--- src/rtl/irq_controller.sv ---
// Eight-line interrupt front-end: synchronises and edge-detects irq_in, latches pending requests,
// masks them and hands the highest-priority vector to the core. Optional macro: IRQ_NESTING_EN.
module irq_controller #(
  parameter int unsigned SYNC_STAGES = 2,
  parameter int unsigned NUM_IRQ     = 8
) (
  input  logic       clk,
  input  logic       rst_n,
  input  logic [7:0] irq_in,
  input  logic       mask_wr,
  input  logic [7:0] mask_data,
  input  logic       int_ack,
  input  logic       eoi,
  input  logic [7:0] pend_clr,
  output logic       int_request,
  output logic [2:0] int_vector,
  output logic [7:0] irq_masks,
  output logic [7:0] pending,
  output logic       in_service
);

  logic [SYNC_STAGES-1:0][NUM_IRQ-1:0] sync_q;
  logic [NUM_IRQ-1:0] sync_out;
  logic [NUM_IRQ-1:0] sync_last_q;
  logic [NUM_IRQ-1:0] rise;

  logic [NUM_IRQ-1:0] pending_q, pending_d;
  logic [NUM_IRQ-1:0] masks_q;
  logic [NUM_IRQ-1:0] active;
  logic [NUM_IRQ-1:0] sel_onehot;
  logic [2:0]         sel;
  logic               any_active;
  logic [2:0]         vector_q;
  logic               ack_fire;
  logic               request;

  assign sync_out = sync_q[SYNC_STAGES-1];
  assign rise     = sync_out & ~sync_last_q;
  assign active   = pending_q & masks_q;
  assign any_active = |active;

  // Lowest set index wins: scan downwards so the last hit is the lowest.
  always_comb begin
    sel        = '0;
    sel_onehot = '0;
    for (int i = int'(NUM_IRQ) - 1; i >= 0; i--) begin
      if (active[i]) begin
        sel = 3'(i);
      end
    end
    sel_onehot[sel] = any_active;
  end

`ifdef IRQ_NESTING_EN
  logic [NUM_IRQ-1:0] isr_q, isr_d;
  logic [NUM_IRQ-1:0] isr_low_onehot;
  logic [2:0]         isr_low;
  logic               isr_any;

  assign isr_any = |isr_q;

  always_comb begin
    isr_low        = '0;
    isr_low_onehot = '0;
    for (int i = int'(NUM_IRQ) - 1; i >= 0; i--) begin
      if (isr_q[i]) begin
        isr_low = 3'(i);
      end
    end
    isr_low_onehot[isr_low] = isr_any;
  end

  // Only a strictly higher-priority line may preempt the one currently being serviced.
  assign request = any_active & (~isr_any | (sel < isr_low));

  always_comb begin
    isr_d = isr_q;
    if (eoi) begin
      isr_d = isr_d & ~isr_low_onehot;
    end
    if (ack_fire) begin
      isr_d = isr_d | sel_onehot;
    end
  end

  assign in_service = isr_any;
`else
  logic in_service_q, in_service_d;

  assign request = any_active & ~in_service_q;

  // Ack takes precedence over a coincident eoi.
  always_comb begin
    in_service_d = in_service_q;
    if (eoi) begin
      in_service_d = 1'b0;
    end
    if (ack_fire) begin
      in_service_d = 1'b1;
    end
  end

  assign in_service = in_service_q;
`endif

  assign ack_fire = int_ack & request;

  // A fresh edge beats both ack and pend_clr on the same bit.
  always_comb begin
    pending_d = pending_q & ~pend_clr;
    if (ack_fire) begin
      pending_d = pending_d & ~sel_onehot;
    end
    pending_d = pending_d | rise;
  end

  always_ff @(posedge clk) begin
    if (!rst_n) begin
      sync_q       <= '0;
      sync_last_q  <= '0;
      pending_q    <= '0;
      masks_q      <= '0;
      vector_q     <= '0;
`ifdef IRQ_NESTING_EN
      isr_q        <= '0;
`else
      in_service_q <= 1'b0;
`endif
    end else begin
      sync_q      <= {sync_q[SYNC_STAGES-2:0], irq_in};
      sync_last_q <= sync_out;
      pending_q   <= pending_d;
      if (mask_wr) begin
        masks_q <= mask_data;
      end
      if (ack_fire) begin
        vector_q <= sel;
      end
`ifdef IRQ_NESTING_EN
      isr_q        <= isr_d;
`else
      in_service_q <= in_service_d;
`endif
    end
  end

  assign int_request = request;
  assign int_vector  = vector_q;
  assign irq_masks   = masks_q;
  assign pending     = pending_q;

endmodule

--- config.mk ---
export PLATFORM = sky130hd
export DESIGN_NAME = irq_controller
export DESIGN_NICKNAME = d
export VERILOG_FILES = /design/src/rtl/irq_controller.sv
export SDC_FILE = /design/constraint.sdc
export NUM_CORES = 1
export LEC_CHECK = 0
export ABC_AREA = 1
export BUFFER_PORTS_ARGS = -buffer_cell sky130_fd_sc_hd__buf_2
export CORE_ASPECT_RATIO = 1.2
export CORE_MARGIN = 2
export CORE_UTILIZATION = 54
export DETAILED_ROUTE_END_ITERATION = 12
export GPL_TIMING_DRIVEN = 0
export PLACE_DENSITY = 0.93
export SETUP_SLACK_MARGIN = 0.02
export SLEW_MARGIN = 20
export SYNTH_ARGS = -nofsm -noshare
export SYNTH_HDL_FRONTEND = slang
export SYNTH_SLANG_ARGS = --single-unit
--- constraint.sdc ---
create_clock -name clk -period 2.07 [get_ports clk]
set_input_delay 0.207 -clock clk [delete_from_list [all_inputs] [get_ports clk]]
set_output_delay 0.207 -clock clk [all_outputs]
set_load 0.05 [all_outputs]
==> out/metrics.csv <==
metric,value,unit
"Top FF cell, synth",dfxtp_1,
Post-Route Skew,0.0133,ns
CP Data Arrival Time,1.43,ns
FF+latch area,881,µm²
Int Power,1.12,mW
Net Sw Frac,28.8,%
CTS tree,yes,
Worst EP required,1.86,ns
cells after synthesis,212,
Total Wirelength,3170,µm
Routed WL per cell,10.4,µm
Achievable Freq,0.611,GHz
hpwl dp,2490,µm
GRT Residual Overflow,0,
post-synth cell types,25,
status,"complete, no violations",
VDD IR-drop max,0.595,mV
clock group share of total power,27.8,%
Switch Pwr,452,µW
Final setup viols,0,
Min Hold Slack,0.0244,ns
Post-CTS Setup Inserts,0,
layout net count,296,
Finished Core Util,67.9,%
Mapped Nets,241,
initial antenna violation count,0,
register area share after synthesis,51.2,%
cell row count,22,
vias in the first global route,1359,
most frequent cell after synthesis,nand2_1,
Core Area,3060,µm²
fillcell total,253,
Slew Limit Fails,0,
critical-path maximum fanout,4,
RSZ-0062 raised after global routing,no,
port bufs,48,
combinational cell fraction of total power,14.4,%
"Avg Cell Area, Syn",8.12,µm²
CP Capture Type,output port,
fraction of registers with async set or reset after synthesis,0,%
top post-synthesis cells by area,"dfxtp_1 (51%), nand2_1 (12%), inv_1 (6.8%), nor2_1 (4.4%), nor3b_1 (3.1%)",
Final min period,1.64,ns
CTS resizes,0,
Area Overhead vs Synth,20.4,%
via count,1410,
Starting Density,56.3,%
Setup CP Type,reg2out,
vias per cell,4.64,
Final period util,79.0,%
Initial DRT Pass Iterations,4,
Final ANT Viol Nets,0,
register bit total from synthesis,44,
gp weighted congestion,0.896,
leakage power total,1.18,nW
CTS root buf,clkbuf_4,
die width,55.5,µm
number of synthesis warnings,0,
# IOs,50,
die height,65.9,µm
Syn Std Cell Area,1720,µm²
Slew HR,83.5,%
sequential share of power,57.8,%
clock buffer depth,2,
Initial DRC Count,66,
"CTS clk-pin slew, worst paths",0.13,ns
Multi-input gate area,681,µm²
Inserted Clock Buffers,5,
setup TNS,0,ns
Tot Pwr,1.57,mW
Clock Latency Late Sink,0.36,ns
Yosys top cell area share,51.2,%
# Max-Cap Violations,0,
Total GRT Usage,20.1,%
Post-synth EDFFs,0,
Pwr Density,758,nW/µm²
synth cell count leaders,"nand2_1 (53), dfxtp_1 (44), inv_1 (31), nor2_1 (20)",
clock sink count,44,
Hold Buf Count CTS,0,
die area,3660,µm²
diode count,0,
Final Hold Viols,0,
critical path startpoint category,flop,
Worst-Margin Slew,0.249,ns
HP Class,in2reg,
Yosys top cell by area,dfxtp_1,
layout cells sized above 1,34.3,%
drc violations,0,
largest net degree at the start of global routing,15,
first-pass GRT wire length,5620,µm
htree depth,2,
stage by stage:
stage                     cell area (µm²)  std cells  setup slack [ns]
after floorplan                      1720        212             0.103
after global placement               2010        296             0.855
after detailed placement             2010        296             0.843
after CTS                            2070        304             0.421
after global routing                 2070        304             0.316
final                                2070        304             0.435
power groups by stage:
stage	combinational (mW)	sequential (mW)	clock (mW)
after floorplan	0.0891	0.996	0
after global placement	0.224	0.926	0
after detailed placement	0.228	0.927	0
after CTS	0.229	0.908	0.454
after global routing	0.248	0.914	0.503
final	0.227	0.908	0.437
cells by family (layout without fill, tap and decap cells):
group                  after synthesis  count (layout)  synth area share, %
and+or+nand+nor                    112             112                 34.0
DFF                                 44              44                 51.2
AOI/OAI and AO/OA                   17              17                 5.52
buffers and inverters               39              95                 9.30
placed cells by master, fill, tap and decap left out, drive strengths merged:
| cell | instances |
|---|---|
| or2 | 8 |
| nor3b | 7 |
| dfxtp | 44 |
| clkbuf | 6 |
| o21bai | 1 |
| o21ai | 11 |
| buf | 52 |
| clkinvlp | 2 |
| nand4 | 2 |
| nand2 | 65 |
| nand3 | 6 |
| a21oi | 5 |
| inv | 35 |
| nor2 | 24 |
per-layer routing:
metal / track usage [%] / wire length, µm / vias to the layer above
li1: - / - / 750
met1: 20.7 / 1250 / 595
met3: 6.07 / 238 / 15
met4: 13.4 / 142 / 0
met5: 0 / 0 / -
met2: 35.1 / 1540 / 50
critical path, cell delays in order, from the launching register on:
cell     delay, ns
dfxtp_1       0.43
nand2_2       0.10
nand2_4       0.11
nor2_8        0.06
a21oi_1       0.10
buf_2         0.27
flip-flops by register name (all words and copies together) (netlist names):
signal,flops
sync_out,8
irq_masks,8
pending,8
sync_last_q,8
sync_q,8
in_service,1
int_vector,3
path summary, 6_finish.rpt:
check / from / endpoint / slack (ns) / depth (start not counted)
max reg2reg: irq_masks[2] / pending[3] / 0.82 / 9
max: irq_masks[2] / int_request / 0.43 / 5
min reg2reg: sync_q[1] / sync_out[1] / 0.42 / 2
min: irq_in[7] / sync_q[7] / 0.02 / 3
final cells by class:
type	instances	share of cell area [%]
clock buffer	6	2.47
clock inverter	2	0.724
sequential	44	42.5
timing repair buffer	48	11.6
buffer	4	1.27
multi-input combinational	129	32.8
inverter	35	6.46
tap	36	2.17
No activity file was read; power rests on OpenSTA's default activity.
